$ cat config.mk
export PLATFORM = sky130hd
export DESIGN_NAME = muldiv_unit_flat
export DESIGN_NICKNAME = d
export VERILOG_FILES = /design/src/rtl/muldiv_unit_if.sv /design/src/rtl/muldiv_unit.sv /design/src/flat_wrapper.sv
export SDC_FILE = /design/constraint.sdc
export NUM_CORES = 1
export LEC_CHECK = 0
export CORE_AREA = 2 2 173 192
export DETAILED_ROUTE_END_ITERATION = 16
export DIE_AREA = 0 0 175 194
export GPL_ROUTABILITY_DRIVEN = 0
export PLACE_DENSITY_LB_ADDON = 0.1
export SYNTH_ARGS = -nofsm -noshare
export SYNTH_HDL_FRONTEND = slang
export SYNTH_SLANG_ARGS = --single-unit
$ cat constraint.sdc
create_clock -name clk -period 6.1 [get_ports clk]
set_input_delay 0.915 -clock clk [delete_from_list [all_inputs] [get_ports clk]]
set_output_delay 0.915 -clock clk [all_outputs]
set_load 0.02 [all_outputs]
$ cat src/rtl/muldiv_unit_if.sv
// Handshake, operand and HI/LO bus between the controller (master) and muldiv_unit (slave).
// Signal names follow the unit's port list; clk and rst stay outside the interface.
interface muldiv_unit_if #(
    parameter int WIDTH = 32
);
    logic             start;
    logic [1:0]       op;
    logic [WIDTH-1:0] a;
    logic [WIDTH-1:0] b;
    logic             hi_we;
    logic             lo_we;
    logic [WIDTH-1:0] wdata;
    logic             busy;
    logic             done;
    logic             div_by_zero;
    logic [WIDTH-1:0] hi;
    logic [WIDTH-1:0] lo;

    modport master (
        output start, op, a, b, hi_we, lo_we, wdata,
        input  busy, done, div_by_zero, hi, lo
    );

    modport slave (
        input  start, op, a, b, hi_we, lo_we, wdata,
        output busy, done, div_by_zero, hi, lo
    );
endinterface

$ cat src/rtl/muldiv_unit.sv
// Iterative radix-2 MULT/MULTU/DIV/DIVU unit with architectural HI/LO registers.
// Fixed latency WIDTH+2 from start to done; operands are handled as magnitudes with signs fixed up at the end.
module muldiv_unit #(
    parameter int WIDTH = 32,
    parameter int CNT_W = $clog2(WIDTH) + 1
) (
    input logic          clk,
    input logic          rst,
    muldiv_unit_if.slave bus
);

    typedef enum logic [1:0] {
        S_IDLE = 2'd0,
        S_CALC = 2'd1,
        S_FIX  = 2'd2
    } state_t;

    state_t               r_state;
    state_t               w_next;
    logic [CNT_W-1:0]     r_cnt;
    logic                 r_is_div;
    logic [WIDTH-1:0]     r_mag_a;
    logic [WIDTH-1:0]     r_mag_b;
    logic                 r_sign_a;
    logic                 r_sign_res;
    logic                 r_bzero;
    logic [2*WIDTH-1:0]   r_acc;
    logic [WIDTH-1:0]     r_hi;
    logic [WIDTH-1:0]     r_lo;
    logic                 r_done;
    logic                 r_dbz;

    function automatic logic [WIDTH-1:0] cneg(input logic [WIDTH-1:0] x, input logic en);
        return en ? ({WIDTH{1'b0}} - x) : x;
    endfunction

    function automatic logic [2*WIDTH-1:0] cneg2(input logic [2*WIDTH-1:0] x, input logic en);
        return en ? ({(2*WIDTH){1'b0}} - x) : x;
    endfunction

    // Operand capture: magnitudes plus the two sign bits needed for the final fix-up.
    logic             w_signed;
    logic [WIDTH-1:0] w_abs_a;
    logic [WIDTH-1:0] w_abs_b;

    assign w_signed = ~bus.op[0];
    assign w_abs_a  = cneg(bus.a, w_signed & bus.a[WIDTH-1]);
    assign w_abs_b  = cneg(bus.b, w_signed & bus.b[WIDTH-1]);

    // Multiply step: r_acc = {partial high, remaining multiplier bits}, add then shift right.
    logic [WIDTH-1:0]   w_addend;
    logic [WIDTH:0]     w_mul_sum;
    logic [2*WIDTH-1:0] w_mul_next;

    assign w_addend   = r_acc[0] ? r_mag_a : {WIDTH{1'b0}};
    assign w_mul_sum  = {1'b0, r_acc[2*WIDTH-1:WIDTH]} + {1'b0, w_addend};
    assign w_mul_next = {w_mul_sum, r_acc[WIDTH-1:1]};

    // Divide step: r_acc = {remainder, dividend bits shifting into quotient}, restoring subtract.
    logic [WIDTH:0]     w_rem_sh;
    logic [WIDTH:0]     w_diff;
    logic [2*WIDTH-1:0] w_div_next;

    assign w_rem_sh   = r_acc[2*WIDTH-1:WIDTH-1];
    assign w_diff     = w_rem_sh - {1'b0, r_mag_b};
    assign w_div_next = w_diff[WIDTH] ? {w_rem_sh[WIDTH-1:0], r_acc[WIDTH-2:0], 1'b0}
                                      : {w_diff[WIDTH-1:0],   r_acc[WIDTH-2:0], 1'b1};

    // Fix-up: most-negative / -1 needs no special case, the magnitude quotient already wraps correctly.
    logic [2*WIDTH-1:0] w_prod;
    logic [WIDTH-1:0]   w_fix_hi;
    logic [WIDTH-1:0]   w_fix_lo;

    assign w_prod = cneg2(r_acc, r_sign_res);

    always_comb begin
        w_fix_hi = w_prod[2*WIDTH-1:WIDTH];
        w_fix_lo = w_prod[WIDTH-1:0];
        if (r_is_div) begin
            if (r_bzero) begin
                w_fix_hi = cneg(r_mag_a, r_sign_a);
                w_fix_lo = {WIDTH{1'b1}};
            end else begin
                w_fix_hi = cneg(r_acc[2*WIDTH-1:WIDTH], r_sign_a);
                w_fix_lo = cneg(r_acc[WIDTH-1:0], r_sign_res);
            end
        end
    end

    always_ff @(posedge clk or negedge rst) begin
        if (!rst) begin
            r_state <= S_IDLE;
        end else begin
            r_state <= w_next;
        end
    end

    always_comb begin
        w_next = r_state;
        case (r_state)
            S_IDLE:  if (bus.start) w_next = S_CALC;
            S_CALC:  if (r_cnt == CNT_W'(WIDTH - 1)) w_next = S_FIX;
            S_FIX:   w_next = S_IDLE;
            default: w_next = S_IDLE;
        endcase
    end

    always_ff @(posedge clk or negedge rst) begin
        if (!rst) begin
            r_cnt      <= '0;
            r_is_div   <= 1'b0;
            r_mag_a    <= '0;
            r_mag_b    <= '0;
            r_sign_a   <= 1'b0;
            r_sign_res <= 1'b0;
            r_bzero    <= 1'b0;
            r_acc      <= '0;
            r_hi       <= '0;
            r_lo       <= '0;
            r_done     <= 1'b0;
            r_dbz      <= 1'b0;
        end else begin
            r_done <= 1'b0;
            r_dbz  <= 1'b0;
            case (r_state)
                S_IDLE: begin
                    if (bus.hi_we) r_hi <= bus.wdata;
                    if (bus.lo_we) r_lo <= bus.wdata;
                    if (bus.start) begin
                        r_cnt      <= '0;
                        r_is_div   <= bus.op[1];
                        r_mag_a    <= w_abs_a;
                        r_mag_b    <= w_abs_b;
                        r_sign_a   <= w_signed & bus.a[WIDTH-1];
                        r_sign_res <= w_signed & (bus.a[WIDTH-1] ^ bus.b[WIDTH-1]);
                        r_bzero    <= (bus.b == {WIDTH{1'b0}});
                        r_acc      <= {{WIDTH{1'b0}}, (bus.op[1] ? w_abs_a : w_abs_b)};
                    end
                end
                S_CALC: begin
                    r_acc <= r_is_div ? w_div_next : w_mul_next;
                    r_cnt <= r_cnt + CNT_W'(1);
                end
                S_FIX: begin
                    r_hi   <= w_fix_hi;
                    r_lo   <= w_fix_lo;
                    r_done <= 1'b1;
                    r_dbz  <= r_is_div & r_bzero;
                    r_cnt  <= '0;
                end
                default: ;
            endcase
        end
    end

    assign bus.busy        = (r_state != S_IDLE);
    assign bus.done        = r_done;
    assign bus.div_by_zero = r_dbz;
    assign bus.hi          = r_hi;
    assign bus.lo          = r_lo;

endmodule

$ cat src/flat_wrapper.sv
// flat-port wrapper written by rule: the top's interface ports become plain ports
module muldiv_unit_flat 
#(
    parameter int WIDTH = 32,
    parameter int CNT_W = $clog2(WIDTH) + 1
)
  (clk, rst, bus_start, bus_op, bus_a, bus_b, bus_hi_we, bus_lo_we, bus_wdata, bus_busy, bus_done, bus_div_by_zero, bus_hi, bus_lo);
  muldiv_unit_if #(.WIDTH(WIDTH)) bus_i ();
  input logic clk;
  input logic rst;
  input wire logic [$bits(bus_i.start)-1:0] bus_start;
  input wire logic [$bits(bus_i.op)-1:0] bus_op;
  input wire logic [$bits(bus_i.a)-1:0] bus_a;
  input wire logic [$bits(bus_i.b)-1:0] bus_b;
  input wire logic [$bits(bus_i.hi_we)-1:0] bus_hi_we;
  input wire logic [$bits(bus_i.lo_we)-1:0] bus_lo_we;
  input wire logic [$bits(bus_i.wdata)-1:0] bus_wdata;
  output wire logic [$bits(bus_i.busy)-1:0] bus_busy;
  output wire logic [$bits(bus_i.done)-1:0] bus_done;
  output wire logic [$bits(bus_i.div_by_zero)-1:0] bus_div_by_zero;
  output wire logic [$bits(bus_i.hi)-1:0] bus_hi;
  output wire logic [$bits(bus_i.lo)-1:0] bus_lo;
  assign bus_i.start = bus_start;
  assign bus_i.op = bus_op;
  assign bus_i.a = bus_a;
  assign bus_i.b = bus_b;
  assign bus_i.hi_we = bus_hi_we;
  assign bus_i.lo_we = bus_lo_we;
  assign bus_i.wdata = bus_wdata;
  assign bus_busy = bus_i.busy;
  assign bus_done = bus_i.done;
  assign bus_div_by_zero = bus_i.div_by_zero;
  assign bus_hi = bus_i.hi;
  assign bus_lo = bus_i.lo;
  muldiv_unit #(.WIDTH(WIDTH), .CNT_W(CNT_W)) u_core (.clk(clk), .rst(rst), .bus(bus_i));
endmodule
==> summary.md <==
| Metric | Value |
|---|---|
| Outcome | completed |
| Chip width | 175 um |
| Post-route DRC violation count | 0 |
| Async set-reset flop share out of synthesis | 100% |
| Crit path DAT | 4.85 ns |
| Register bit total from synthesis | 206 |
| CTS sink cnt | 206 |
| # Post-CTS Setup Buffers | 0 |
| Crit path kind | reg -> reg |
| Worst Tran Pin Value | 1.20 ns |
| Most frequent cells in the layout | o21ai_0 (265), nand2_1 (252), dfrtp_1 (203), clkdlybuf4s50_1 (167), a21oi_1 (159) |
| Power density cells | 626 nW/um^2 |
| Most used cell along the critical path | a21oi_1 |
| Seq/Total Area, Yosys | 29.2% |
| Fillcell total | 2,848 |
| Wire per inst | 23.0 um |
| Die area | 34,000 um^2 |
| Ports | 170 |
| Antenna violations before repair | 1 |
| Drt first pass iters | 6 |
| First-pass GRT wire length | 96.8 mm |
| Period minus WS final | 4.39 ns |
| # hold bufs at CTS | 0 |
| CP delay by family, top | compound AO/OA/AOI/OAI gates |
| Worst Skew | 0.0298 ns |
| Synthesized cell area | 17,700 um^2 |
| CP cell instances | inv_1 > ha_1 > fa_1 > nand2b_1 > a21oi_1 > o311a_1 > a21o_1 > a31oi_1 > a21oi_1 > nor2_2 > buf_4 > mux2_2 > o221ai_1 |
| Initial core utilization | 55.1% |
| Share of cells above drive strength 1 | 4.43% |
| Nature of the critical path startpoint | register |
| Gr ovfl total | 0 |
| Sum Neg Setup Slack | 0 ns |
| Nets | 2,481 |
| Finished Cell Area | 20,300 um^2 |
| Placed inst area | 19,400 um^2 |
| Final WL | 63.2 mm |
| Antenna cells | 0 |
| Die height | 194 um |
| Initial DRC Count | 1,893 |
| Post-synthesis average cell area | 7.84 um^2 |
| Post-CTS resize count | 0 |
| Crit path required time | 6.56 ns |
| # H-tree levels | 1 |
| Top_reg_cell synth | dfrtp_1 |
| Via/cell ratio | 6.60 |
| Clock transition at path regs | 0.06 ns |
| GRT Util Overall | 36.3% |
| CP max-delay cell | a21oi_1 |
| Max_cap viols | 0 |
| Detail Route Antenna Nets | 0 |
| Synth Net Count | 2,426 |
| Core Area | 32,000 um^2 |
| Fmax | 228 MHz |
| IO Port Bufs | 169 |
| Synth warn | 0 |
| Post-synthesis cell count | 2,251 |
| Vias in the first global route | 16,700 |
| Placed wire-length estimate | 48.5 mm |
| Crit. End Element | register |
| Fin. max-slew vios | 0 |
| RSZ-0062 raised after global routing | false |
| Largest net degree at the start of global routing | 103 |
| Final Setup Violations | 0 |
| Root Buffer | clkbuf_16 |
| VDD IR-drop max | 0.255 mV |
| Hold Crit Class | in -> async |
| Max stage delay on crit path | 0.73 ns |
| Fin util | 63.3% |
| Commonest non-fill, non-tap cell in the layout | o21ai_0 |
| Lkg Pwr | 8.22 nW |
| DR vias | 18,200 |
| Period utilization | 72.0% |
| CTS Buf Count | 24 |
| Synth-to-Final Area Change | 14.8% |
| Final Hold Viols | 0 |
| Std cell rows | 69 |
| CP bufs+invs | 2 |
| Clock Latency Late Sink | 0.55 ns |
| Post-synth cell types | 78 |
| Number of synthesized flops with an enable pin | 0 |
| Worst Path Max Fanout | 14 |
| CTS tree | done |
| Max transition margin | 19.6% |
| Maximum clock path buffer count | 3 |
==> power by group <==
| part | switching (mW) | internal [mW] |
|---|---|---|
| sequential | 1.28 | 2.02 |
| clock | 0.629 | 0.887 |
| combinational | 4.57 | 3.30 |
| total | 6.48 | 6.21 |
==> final timing paths <==
kind | startpoint | to | slack, ns | depth (start not counted)
setup / recovery | u_core.r_acc[31]$_DFFE_PN0P_ | u_core.r_acc[32]$_DFFE_PN0P_ | 1.71 | 13
hold / removal | rst | u_core.bus.hi[31]$_DFFE_PN0P_ | 0.45 | 1
setup reg to reg | u_core.r_acc[31]$_DFFE_PN0P_ | u_core.r_acc[32]$_DFFE_PN0P_ | 1.71 | 13
hold reg to reg | u_core.bus.hi[16]$_DFFE_PN0P_ | u_core.bus.hi[16]$_DFFE_PN0P_ | 0.48 | 2
max in group asynchronous | rst | u_core.bus.hi[17]$_DFFE_PN0P_ | 4.24 | 2
min in group clk | u_core.bus.hi[16]$_DFFE_PN0P_ | u_core.bus.hi[16]$_DFFE_PN0P_ | 0.48 | 2
==> per-stage QoR <==
stage	instances	hold slack, ns	setup WS (ns)	total power, mW
after CTS	2750	0.480	1.85	12.4
after detailed placement	2706	0.468	1.87	10.9
after global routing	2750	0.505	1.40	13.5
final	2750	0.448	1.71	12.7
after global placement	2706	0.461	1.98	10.7
after floorplan	2251	0.443	2.47	8.41
==> synthesized netlist by cell type (4+ instances only) <==
master	n	area share [%]
a211oi_1	49	2.1
a21boi_0	5	0.21
a21o_1	31	1.3
a21oi_1	159	4.5
a221o_1	6	0.34
a221oi_1	10	0.50
a22o_1	4	0.20
a22oi_1	19	0.81
a31oi_1	15	0.53
and2_1	40	1.4
and3_1	15	0.53
and4_1	4	0.20
buf_1	17	0.36
clkbuf_1	140	3.0
dfrtp_1	206	29
ha_1	70	5.0
inv_1	62	1.3
mux2_2	8	0.51
mux2i_1	59	3.3
nand2_1	253	5.4
nand2b_1	27	0.96
nand3_1	47	1.3
nand3b_1	4	0.17
nand4_1	14	0.50
nor2_1	148	3.1
nor2b_1	13	0.46
nor3_1	40	1.1
nor4_1	24	0.85
o211ai_1	17	0.72
o21a_1	11	0.47
o21ai_0	265	7.5
o21bai_1	10	0.43
o221ai_1	13	0.65
o22ai_1	43	1.5
o31ai_1	28	1.2
o41ai_1	21	1.0
or2_2	12	0.43
or3_1	32	1.1
or4_1	15	0.64
or4_4	4	0.26
xnor2_1	133	6.6
xor2_1	95	4.7
==> worst register-to-register path, cell delays in order (launching register included) <==
cell and delay [ns]:
dfrtp_1 0.59, inv_1 0.16, ha_1 0.25, fa_1 0.38
nand2b_1 0.19, a21oi_1 0.19, o311a_1 0.29, a21o_1 0.31
a31oi_1 0.19, a21oi_1 0.73, nor2_2 0.28, buf_4 0.30
mux2_2 0.30, o221ai_1 0.14
==> logic make-up after synthesis <==
group                      Yosys count  share of synthesized area, %
muxes                               68                          3.98
and+or+nand+nor                    707                          19.3
xor gates and xnor gates           229                          11.4
buffers and inverters              223                          4.84
AOI/OAI and AO/OA                  746                          26.1
adders and majority gates           72                          5.19
DFF                                206                          29.2
==> metal layers <==
layer,part of all wire [%],vias up,track usage [%]
met5,0,-,0
met4,4.3,0,13.8
met3,9.5,155,4.45
met2,45,1038,57.7
met1,41,8696,50.5
li1,-,8266,-
==> state kept, by name, indices dropped and copies added, names as in the netlist <==
| name | cells |
|---|---|
| u_core.bus.done | 1 |
| u_core.r_is_div | 1 |
| u_core.r_state | 2 |
| u_core.bus.hi | 32 |
| u_core.r_bzero | 1 |
| u_core.r_mag_b | 32 |
| u_core.r_cnt | 6 |
| u_core.r_mag_a | 32 |
| u_core.r_sign_a | 1 |
| u_core.bus.div_by_zero | 1 |
| u_core.r_sign_res | 1 |
| u_core.r_acc | 64 |
| u_core.bus.lo | 32 |
==> area by class of cell <==
cell class / instances / area (um^2) / area share (%)
Clock buffer: 35 / 702 / 3.46
Clock inverter: 9 / 121 / 0.599
Inverter: 62 / 233 / 1.15
Multi-Input combinational cell: 1822 / 11700 / 57.6
Sequential cell: 206 / 5160 / 25.5
Tap cell: 426 / 533 / 2.63
Timing Repair Buffer: 190 / 1850 / 9.12
No activity file was read; power rests on OpenSTA's default activity.
